`src/rtl/demux_1h_buf.sv`:
```
// One-hot demultiplexer: routes a valid/ready input stream into N one-entry
// registered output lanes; beats with an illegal select are dropped and counted.
module demux_1h_buf #(
  parameter int N     = 4,
  parameter int WIDTH = 32,
  parameter int CNT_W = 8
) (
  input  logic             clock,
  input  logic             reset_n,
  input  logic             in_valid,
  output logic             in_ready,
  input  logic [N-1:0]     in_select,
  input  logic [WIDTH-1:0] in_data,
  output logic [N-1:0]     out_valid,
  input  logic [N-1:0]     out_ready,
  output logic [WIDTH-1:0] out_data [N],
  output logic             err_select,
  output logic [CNT_W-1:0] drop_count
);

  logic [N-1:0]     valid_q, valid_d;
  logic [WIDTH-1:0] data_q [N];
  logic             err_q, err_d;
  logic [CNT_W-1:0] cnt_q, cnt_d;

  logic [N-1:0] can_accept;
  logic [N-1:0] wr_en;
  logic         sel_legal;
  logic         drop;

  // Exactly one bit set: non-zero and clearing the lowest set bit leaves zero.
  assign sel_legal  = (|in_select) &&
                      ((in_select & (in_select - {{(N-1){1'b0}}, 1'b1})) == '0);
  assign can_accept = ~valid_q | out_ready;
  assign in_ready   = sel_legal ? |(in_select & can_accept) : 1'b1;
  assign drop       = in_valid && !sel_legal;

  always_comb begin
    wr_en   = '0;
    valid_d = valid_q & ~out_ready;
    err_d   = drop;
    cnt_d   = cnt_q;
    if (in_valid && sel_legal) begin
      wr_en = in_select & can_accept;
    end
    valid_d = valid_d | wr_en;
    if (drop && (cnt_q != {CNT_W{1'b1}})) begin
      cnt_d = cnt_q + {{(CNT_W-1){1'b0}}, 1'b1};
    end
  end

  always_ff @(posedge clock or negedge reset_n) begin
    if (!reset_n) begin
      valid_q <= '0;
      err_q   <= 1'b0;
      cnt_q   <= '0;
      for (int k = 0; k < N; k++) begin
        data_q[k] <= '0;
      end
    end else begin
      valid_q <= valid_d;
      err_q   <= err_d;
      cnt_q   <= cnt_d;
      for (int k = 0; k < N; k++) begin
        if (wr_en[k]) begin
          data_q[k] <= in_data;
        end
      end
    end
  end

  assign out_valid  = valid_q;
  assign out_data   = data_q;
  assign err_select = err_q;
  assign drop_count = cnt_q;

endmodule
```
`config.mk`:
```
export PLATFORM = sky130hd
export DESIGN_NAME = demux_1h_buf
export DESIGN_NICKNAME = d
export VERILOG_FILES = /design/src/rtl/demux_1h_buf.sv
export SDC_FILE = /design/constraint.sdc
export NUM_CORES = 1
export LEC_CHECK = 0
export ABC_AREA = 1
export CAP_MARGIN = 20
export CORE_MARGIN = 2
export CORE_UTILIZATION = 52
export CTS_BUF_LIST = sky130_fd_sc_hd__clkbuf_2 sky130_fd_sc_hd__clkbuf_4 sky130_fd_sc_hd__clkbuf_8
export DETAILED_ROUTE_END_ITERATION = 7
export GPL_TIMING_DRIVEN = 0
export HOLD_SLACK_MARGIN = 0.06
export PLACE_DENSITY_LB_ADDON = 0.1
export SLEW_MARGIN = 10
export SYNTH_ARGS = -nofsm -noshare
export SYNTH_HDL_FRONTEND = slang
export SYNTH_SLANG_ARGS = --single-unit
```
`constraint.sdc`:
```
create_clock -name clock -period 2.5 [get_ports clock]
set_clock_uncertainty 0.1 [all_clocks]
set_input_delay 0.5 -clock clock [delete_from_list [all_inputs] [get_ports clock]]
set_output_delay 0.5 -clock clock [all_outputs]
set_load 0.02 [all_outputs]
```
Word-level counts from Yosys, hierarchy flattened
Cells that the tools add are included.
{ "word_totals": {"ff_bits": 141, "output_inout_bits": 142, "elab_cells": 27} }
{ "classes": {"add_sub_neg": 2, "n_eq_ne": 1, "mux": 2, "bitwise_logic": 7, "reduce_logical": 8} }
{ "ops": {"columns": ["op", "n"], "rows": [
  ["$and A4 B4 Y4", 3],
  ["$add A8 B1 Y8 const B", 1],
  ["$ne A8 B8 Y1 const B", 1],
  ["$not A4 Y4", 2],
  ["$or A4 B4 Y4", 2],
  ["$reduce_or A4 Y1", 2],
  ["$logic_and A1 B1 Y1", 4],
  ["$logic_not A4 Y1", 1],
  ["$mux W4", 1],
  ["$sub A4 B1 Y4 const B", 1],
  ["$logic_not A1 Y1", 1],
  ["$mux W1", 1]
]} }

Logic depth before layout (Yosys ltp)
Gate-level depths: netlist of run 1.
{ "logic_depth": {"depth_word": 7, "ltp_mapped": 9, "depth_no_buf": 8} }

Worst setup path after synthesis of run 1
OpenSTA, ideal clock, no wires.
{ "synth_path": {"path_type": "input -> output", "startpoint": "input in_select[2]", "endpoint": "output in_ready", "t_arrival_ps": 976, "required_time_ps": 1900, "slack_ps": 924, "path_stages": 5, "path_buffers": 0, "path_cell_list": "inv_2 nand2_4 nand2_4 nand2_8 nand3_1"} }
{ "synth_via": {"elab_chain_len": 5} }
{ "synth_rtl": {"columns": ["element", "line_no", "source"], "rows": [
  ["start: declaration", "12", "input logic [N-1:0] in_select,"],
  ["$sub A4 B1 Y4", "33", "((in_select & (in_select - {{(N-1){1'b0}}, 1'b1})) == '0);"],
  ["$and A4 B4 Y4", "33", null],
  ["$logic_not A4 Y1", "33", null],
  ["$logic_and A1 B1 Y1", "32", "assign sel_legal = (|in_select) &&"],
  ["$mux W1 (*)", "35", "assign in_ready = sel_legal ? |(in_select & can_accept) : 1'b1;"],
  ["end: declaration", "11", "output logic in_ready,"]
]} }
Every way passes the cells marked *; elsewhere a longest branch is shown, timed or not.

Worst setup path in the final report of run 1
Ends and elaborated chain as after synthesis.

==> out/qor.csv, run 1 <==
metric;value;unit
viasPerCell;5.13;
portBuffers;184;
crit_fanout;7;
drt_iter0_drc;243;
slew_headroom;63.4;%
overflow;0;
grt_pass1_wl;23.3;mm
start_util;53.7;%
finalSetupViolations;0;
fmax;426;MHz
power.switching;0.00269;W
yosys.area_share.adder;0.213;%
hp-start;out_data[63]$_DFFE_PN0P_;
status;finished clean;
combPwrFrac;35.4;%
die_x;110;µm
startpoint;in_select[2];
final_core_util;76.4;%
antenna_found_initial;0;
synth_cells;559;
final_nets;808;
synthMuxAreaShare;0;%
pre_cts_ws;-0.105;ns
dr.pass1.iters;4;
critPathRequiredTime;1.90;ns
max_slew.worst_pin.slew;0.549;ns
cp.arrival;1.75;ns
drc;0;
pwr-share-seq;39.9;%
top_layer;met4;
placed_cells;884;
syn2layout_area_growth;42.4;%
met1Wirelength;6.16;mm
cts-root-buf;clkbuf_8;
rsz0062_at_grt;false;
startpoint_type;input port;
core-area;10900;µm²
power.leakage;3.90;nW
avgSynthCellArea;10.5;µm²
netlist_area;5870;µm²
synthSimpleGateAreaFrac;15.4;%
gp_congestion;0.837;
clk_path_buf_depth;2;
synth_area_leaders;dfrtp_1 60%, nand2_1 10%, o21ai_2 9.9%, o21ai_1 4.6%, buf_6 4.6%;
synth-compound-area-share;16.0;%
yosys.area.top_type;dfrtp_1;
wl_per_cell;16.1;µm
hp-class;reg2reg;
mostFrequentLayoutCell;clkdlybuf4s50_1;
power.density;951;nW/µm²
hold_slack;0.385;ns
final_cells;917;
ys_ff_latch;141;
cts_made_buffers;17;
hpwl;10.5;mm
max-cap-violations;0;
grt_use_total;25.5;%
syn_nets;603;
met3_length;1.09;mm
yosysWarnings;0;
r2r_start;drop_count[0]$_DFFE_PN0P_;
netSwitchingFraction;33.9;%
clkPwrFrac;24.7;%
diodes;0;
min_period;2.35;ns
vias;4704;
rows;38;
power.internal;0.00525;W
cts_tree;yes;
grt_pass1_vias;4701;
cts_sinks;141;
htreeDepth;4;
finalWirelength;14.8;mm
yosysSeqAreaShare;60.1;%
chipHeight;110;µm
dr_wl_met2;7.33;mm
critPathKind;in2out;
finalHoldViolCount;0;
ir_drop;0.000579;V
clock_latency;0.43;ns
dieArea;12200;µm²
synth_cell_types;24;
synth-xor-area-share;0.149;%
synth_top_family_by_area;compound AO/OA/AOI/OAI gates;
end_kind;output pin;
ant_nets;0;
min_period_over_period;94.0;%
layout_common_cells;182 x clkdlybuf4s50_1, 163 x nand2_1, 141 x dfrtp_1;
setup_ws;0.151;ns
top_level_ports;185;
synth_top_area_share;60.1;%
path_clk_slew;0.08;ns
grt_max_degree;92;
slew_viol_final;0;
drive_gt1_share;18.1;%
path summary, 6_finish.rpt:
check	to	slack (ns)	cells past startpoint
worst min register to register	out_data[63]$_DFFE_PN0P_	0.39	2
min in group asynchronous	out_data[43]$_DFFE_PN0P_	0.47	2
worst max-delay path	in_ready	0.15	7
max in group asynchronous	out_data[0]$_DFFE_PN0P_	1.02	3
worst max register to register	drop_count[7]$_DFFE_PN0P_	0.84	7
worst min-delay path	out_data[63]$_DFFE_PN0P_	0.39	2
stage by stage:
stage | power [W] | TNS (ns) | instance area [µm²]
6_report | 0.00795 | 0 | 8360
5_1_grt | 0.00838 | 0 | 8360
4_1_cts | 0.00802 | 0 | 8360
3_5_place_dp | 0.00604 | -0.105 | 7910
3_3_place_gp | 0.00595 | -633.80 | 7890
2_1_floorplan | 0.00457 | 0 | 5870
final cells by class:
cell class	instances	area (µm²)
repair buffers	186	1880
flip-flops and latches	141	3530
fillers	765	2580
well taps	140	175
inverters	48	180
multi-input cells	341	1870
clock inverters	14	194
clock buffers	18	241
plain buffers	29	293
critical path, stage by stage:
cell and delay (ns):
clkdlybuf4s50_1 0.50, inv_2 0.07, nand2_4 0.09, nand2_4 0.07
nand2_8 0.11, nand3_1 0.09, dlygate4sd2_1 0.33
synth_stat cells:
| master | count |
|---|---|
| nand2_8 | 1 |
| xor2_1 | 1 |
| a21oi_1 | 1 |
| nand4_4 | 3 |
| buf_4 | 1 |
| nand4_2 | 1 |
| inv_2 | 4 |
| inv_1 | 44 |
| o22ai_1 | 2 |
| ha_1 | 1 |
| o21ai_2 | 66 |
| nand2_2 | 1 |
| nand4_1 | 6 |
| dfrtp_1 | 141 |
| o21ai_1 | 54 |
| nand3_1 | 6 |
| nor2_1 | 13 |
| o21ai_0 | 15 |
| nand3b_1 | 1 |
| nand2_1 | 163 |
| nand3_2 | 1 |
| clkbuf_1 | 4 |
| nand2_4 | 5 |
| buf_6 | 24 |
kinds of logic (layout without fill, tap and decap cells):
group | count (synthesis) | in the layout
AO/OA/AOI/OAI | 138 | 138
XOR/XNOR | 1 | 1
adder cells (fa/ha/maj) | 1 | 1
buffers and inverters | 77 | 295
flip-flops | 141 | 141
AND/OR/NAND/NOR | 201 | 201
repair_timing:
action                                 in CTS  in global routing
buffers inserted                            0                  0
hold buffers                                1                  0
gates resized for setup                     1                  0
endpoints found under the hold margin      50                  0
setup endpoints to repair                   1                  0
sequential cells by signal (all words and copies together), names as in the netlist:
signal and flops:
drop_count 8, err_select 1, out_data 128, out_valid 4
per-layer routing:
layer / vias to the layer above / GRT usage, %
li1: 2223 / -
met1: 2315 / 32.5
met2: 150 / 41.1
met3: 16 / 8.64
met4: 0 / 8.30
met5: - / 0
power groups by stage:
stage,registers [W],logic (W),clock network (W)
floorplan,0.00384,0.000729,0
global placement,0.00319,0.00276,0
detailed placement,0.00320,0.00283,0
CTS,0.00317,0.00284,0.00200
global route,0.00323,0.00303,0.00211
finish,0.00317,0.00281,0.00197
Note: power is estimated with default switching activity, not from simulation.
==> inputs of run 2 (changes only) <==
- CORE_MARGIN: 2 -> 4
==> out/qor.csv, run 2 (synthesis gave the netlist of run 1 again) <==
metric;value;unit;change
status;finished clean;;
largest_reg_flops;128;;unchanged
diodes;0;;unchanged
mostFrequentLayoutCell;clkdlybuf4s50_1;;
max_slew.worst_pin.slew;0.574;ns;+0.0257 ns
path_clk_slew;0.07;ns;about the same
worstPathCellList;clkdlybuf4s50_1, inv_2, nand2_4, nand2_4, nand2_8, nand3_1, dlygate4sd2_1;;
end_kind;output pin;;
portBuffers;184;;unchanged
critPathSlowestCell;clkdlybuf4s50_1;;
grt_use_total;25.2;%;-0.24 points
pre_cts_ws;-0.121;ns;-0.0164 ns
rows;38;;unchanged
startpoint_type;input port;;
drc;0;;unchanged
core-area;10900;µm²;unchanged
min_period_over_period;95.2;%;+1.3 points
cts_sinks;141;;unchanged
finalSetupViolations;0;;unchanged
min_period;2.38;ns;+0.0318 ns
dieArea;13000;µm²;+7.4%
critical_path.most_common_cell;nand2_4;;
syn2layout_area_growth;42.0;%;
final_nets;808;;unchanged
drive_gt1_share;18.1;%;unchanged
setup_tns;0;ns;unchanged
ant_nets;0;;unchanged
r2r_start;drop_count[0]$_DFFE_PN0P_;;
pwr-share-seq;40.3;%;+0.4 points
worstRegToRegCells;7;;unchanged
htreeDepth;4;;unchanged
slowest_delay;0.51;ns;about the same
hold_path_depth;2;;unchanged
netSwitchingFraction;34.7;%;+0.83 points
holdPathEnd;out_data[46]$_DFFE_PN0P_;;
finalHoldViolCount;0;;unchanged
critPathRequiredTime;1.90;ns;about the same
die_x;114;µm;+3.6%
antenna_found_initial;0;;unchanged
rrSetupSlack;0.82;ns;-0.02 ns
rsz0062_at_grt;false;;
fmax;420;MHz;-1.3%
viasPerCell;5.17;;+0.70%
power.leakage;3.90;nW;-0.16%
hp-start;out_data[46]$_DFFE_PN0P_;;
crit_fanout;7;;unchanged
max-cap-violations;0;;unchanged
setup_ws;0.119;ns;-0.0318 ns
power.density;947;nW/µm²;-0.41%
n_fill_cell;772;;+0.92%
combPwrFrac;36.0;%;+0.6 points
layout_common_cells;182 x clkdlybuf4s50_1, 163 x nand2_1, 141 x dfrtp_1;;
top_level_ports;185;;unchanged
clk_path_buf_depth;2;;unchanged
ir_drop;0.000515;V;-11%
chipHeight;114;µm;+3.6%
vias;4737;;+0.70%
post_cts_buffers;0;;unchanged
slew_headroom;61.7;%;-1.7 points
cts-root-buf;clkbuf_8;;
wl_per_cell;17.2;µm;+7.0%
grt_max_degree;98;;+6.5%
critPathKind;in2out;;
overflow;0;;unchanged
hp-class;reg2reg;;
cts_tree;yes;;
finalWirelength;15.8;mm;+7.0%
clock_latency;0.44;ns;about the same
grt_pass1_wl;25.5;mm;+9.6%
slew_viol_final;0;;unchanged
dr.pass1.iters;5;;+1
clkPwrFrac;23.7;%;-1.0 points
cp.arrival;1.78;ns;+0.03 ns
hpwl;11.4;mm;+8.3%
grt_pass1_vias;4951;;+5.3%
placed_cells;884;;unchanged
r2r_end;drop_count[1]$_DFFE_PN0P_;;
power.switching;0.00274;W;+1.7%
gp_congestion;0.798;;-4.6%
power.internal;0.00515;W;-1.9%
start_util;53.7;%;unchanged
cts_made_buffers;17;;unchanged
drt_iter0_drc;248;;+2.1%
final_cells;917;;unchanged
## run 2: cell count changes in the layout (fill, tap and decap cells not counted), sizes merged
| cell | change |
|---|---|
| bufinv | -1 |
| clkinvlp | -1 |
| clkinv | +2 |
## run 2: final cells by class
type / instances / area, µm² / area share, %
flip-flops and latches: 141 / 3530 / 42.3
inverters: 48 / 180 / 2.16
multi-input cells: 341 / 1870 / 22.4
plain buffers: 29 / 293 / 3.51
clock buffers: 18 / 241 / 2.90
well taps: 140 / 175 / 2.10
repair buffers: 186 / 1880 / 22.5
clock inverters: 14 / 170 / 2.04
## run 2: worst max-delay path, delay by kind of cell
family / cells / cell delay [ns]
buf+inv: 3 / 0.91
simple gates: 4 / 0.37
## run 2: repair_timing
action,in CTS,in global routing
gates resized for setup,1,0
hold buffers,1,0
setup endpoints to repair,1,0
endpoints found under the hold margin,44,0
## run 2: how the worst max path moves through the flow
| stage | startpoint | to | slack [ns] | depth (start not counted) |
|---|---|---|---|---|
| floorplan | in_select[2] | in_ready | 0.92 | 5 |
| global placement | reset_n | out_data[60]$_DFFE_PN0P_ | -4.43 | 1 |
| detailed placement | in_select[2] | in_ready | -0.12 | 7 |
| CTS | in_select[2] | in_ready | 0.11 | 7 |
| global route | in_select[2] | in_ready | 0.06 | 7 |
| finish | in_select[2] | in_ready | 0.12 | 7 |
## run 2: through the flow
stage / hold WS, ns / utilization [%] / area [µm²] / total power (W)
5_1_grt: 0.405 / 76.2 / 8330 / 0.00830
4_1_cts: 0.385 / 76.2 / 8330 / 0.00796
3_5_place_dp: 0.356 / 72.4 / 7910 / 0.00607
2_1_floorplan: 0.104 / - / 5870 / 0.00457
3_3_place_gp: 0.366 / 72.1 / 7890 / 0.00597
6_report: 0.383 / 76.2 / 8330 / 0.00789
## run 2: layer usage
layer / up-vias / wire length, µm / part of all wire [%] / GRT usage (%)
met5: - / 0 / 0 / 0
met4: 0 / 172 / 1.1 / 7.05
met3: 16 / 1200 / 7.6 / 7.72
met2: 183 / 8220 / 52 / 43.2
met1: 2318 / 6220 / 39 / 31.0
li1: 2220 / - / - / -
## run 2: power groups by stage
stage	combinational, W	sequential, W	clock [W]
floorplan	0.000729	0.00384	0
global placement	0.00278	0.00319	0
detailed placement	0.00286	0.00321	0
CTS	0.00288	0.00317	0.00191
global route	0.00303	0.00324	0.00202
finish	0.00284	0.00318	0.00187
==> inputs of run 3 (changes only) <==
- CORE_UTILIZATION: 52 -> 48
- clock period: 2.5 -> 2.7 ns (I/O delays scaled with it)
==> out/qor.csv, run 3 (synthesis gave the netlist of run 1 again) <==
metric;value;unit;change
status;finished clean;;
final_core_util;69.5;%;-6.8 points
portBuffers;184;;unchanged
ant_nets;0;;unchanged
drc;0;;unchanged
slew_viol_final;0;;unchanged
largest_reg_flops;128;;unchanged
power.leakage;3.90;nW;+0.10%
worstPathCellList;clkdlybuf4s50_1, inv_2, nand2_4, nand2_4, nand2_8, nand3_1, dlymetal6s2s_1;;
slowest_delay;0.50;ns;about the same
drive_gt1_share;18.0;%;-0.11 points
hpwl;11.1;mm;-2.1%
cts_made_buffers;17;;unchanged
clock_latency;0.42;ns;-0.02 ns
wl_per_cell;16.7;µm;-3.2%
die_x;119;µm;+3.8%
chipHeight;119;µm;+3.8%
slew_headroom;61.5;%;-0.24 points
antenna_found_initial;0;;unchanged
grt_max_degree;96;;-2.0%
critPathRequiredTime;2.06;ns;+0.16 ns
max-cap-violations;0;;unchanged
finalSetupViolations;0;;unchanged
seq_area;3530;µm²;unchanged
multi_input_area;1870;µm²;unchanged
final_nets;808;;unchanged
syn2layout_area_growth;42.2;%;
drt_iter0_drc;353;;+42%
start_util;48.9;%;-4.8 points
finalHoldViolCount;0;;unchanged
viasPerCell;5.06;;-2.1%
dr.pass1.iters;4;;-1
hold_slack;0.386;ns;+0.00294 ns
r2r_end;drop_count[1]$_DFFE_PN0P_;;
clk_path_buf_depth;2;;unchanged
startpoint_type;input port;;
ir_drop;0.000485;V;-5.9%
worstRegToRegCells;7;;unchanged
cts_sinks;141;;unchanged
mostFrequentLayoutCell;clkdlybuf4s50_1;;
min_period_over_period;86.1;%;
overflow;0;;unchanged
htreeDepth;4;;unchanged
end_kind;output pin;;
top_level_ports;185;;unchanged
startpoint;in_select[2];;
min_period;2.33;ns;
cts-root-buf;clkbuf_8;;
path_clk_slew;0.07;ns;about the same
finalWirelength;15.4;mm;-2.6%
crit_path_end;in_ready;;
rows;40;;+5.3%
grt_pass1_vias;4940;;-0.22%
setup_tns;0;ns;unchanged
grt_use_total;23.0;%;-2.2 points
cts_tree;yes;;
dieArea;14100;µm²;+7.7%
max_slew.worst_pin.slew;0.578;ns;+0.00367 ns
n_fill_cell;961;;+24%
vias;4667;;-1.5%
hp-class;reg2reg;;
rsz0062_at_grt;false;;
rrSetupSlack;1.04;ns;+0.22 ns
r2r_start;drop_count[0]$_DFFE_PN0P_;;
power;0.00727;W;-7.9%
cp.arrival;1.69;ns;-0.09 ns
gp_congestion;0.803;;+0.63%
critical_path.most_common_cell;nand2_4;;
critPathSlowestCell;clkdlybuf4s50_1;;
fmax;430;MHz;
diodes;0;;unchanged
power.density;871;nW/µm²;-8.0%
crit_fanout;7;;unchanged
grt_pass1_wl;25.8;mm;+1.1%
layout_common_cells;182 x clkdlybuf4s50_1, 163 x nand2_1, 141 x dfrtp_1;;
core-area;12000;µm²;+9.8%
critPathKind;in2out;;
-- run 3: critical path: cells and delay by family --
family / cells / cell delay, ns
buf+inv: 3 / 0.79
simple gates: 4 / 0.36
-- run 3: layout make-up --
type,instances,area share (%)
Clock inverter,6,0.990
Tap cell,147,2.20
Multi-Input combinational cell,341,22.4
Clock buffer,25,3.90
Timing Repair Buffer,186,22.6
Inverter,48,2.16
Sequential cell,141,42.3
Buffer,29,3.51
-- run 3: worst min path at each step --
| stage | from | end | cells after the start |
|---|---|---|---|
| finish | out_data[45]$_DFFE_PN0P_ | out_data[45]$_DFFE_PN0P_ | 2 |
| global route | out_data[28]$_DFFE_PN0P_ | out_data[28]$_DFFE_PN0P_ | 2 |
| CTS | out_data[76]$_DFFE_PN0P_ | out_data[76]$_DFFE_PN0P_ | 2 |
| detailed placement | out_data[76]$_DFFE_PN0P_ | out_data[76]$_DFFE_PN0P_ | 2 |
| global placement | out_data[53]$_DFFE_PN0P_ | out_data[53]$_DFFE_PN0P_ | 2 |
| floorplan | reset_n | drop_count[0]$_DFFE_PN0P_ | 0 |
-- run 3: through the flow --
step | instance area, µm² | std cells | setup slack, ns
2_1_floorplan | 5870 | 559 | 1.04
3_3_place_gp | 7890 | 890 | -4.41
3_5_place_dp | 7920 | 891 | 0.0253
4_1_cts | 8340 | 923 | 0.0160
5_1_grt | 8340 | 923 | 0.323
6_report | 8340 | 923 | 0.374
-- run 3: repair_timing --
action                                 4_1_cts  5_1_grt
setup buffers                                0        0
setup endpoints to repair                    0        1
gates resized for setup                      0        1
endpoints found under the hold margin       46        0
hold buffers                                 1        0
-- run 3: power by group --
group / switching (W) / total (W) / leakage (nW) / internal [W]
clock network: 0.000738 / 0.00170 / 0.212 / 0.000967
registers: 0.000339 / 0.00295 / 1.78 / 0.00261
logic: 0.00138 / 0.00261 / 1.91 / 0.00124
-- run 3: metal layers --
layer / share of wire (%) / wire (µm) / global-route usage (%)
met1: 43 / 6620 / 30.0
met2: 50 / 7650 / 37.1
met3: 6.3 / 968 / 6.60
met4: 1.1 / 164 / 7.46
met5: 0 / 0 / 0
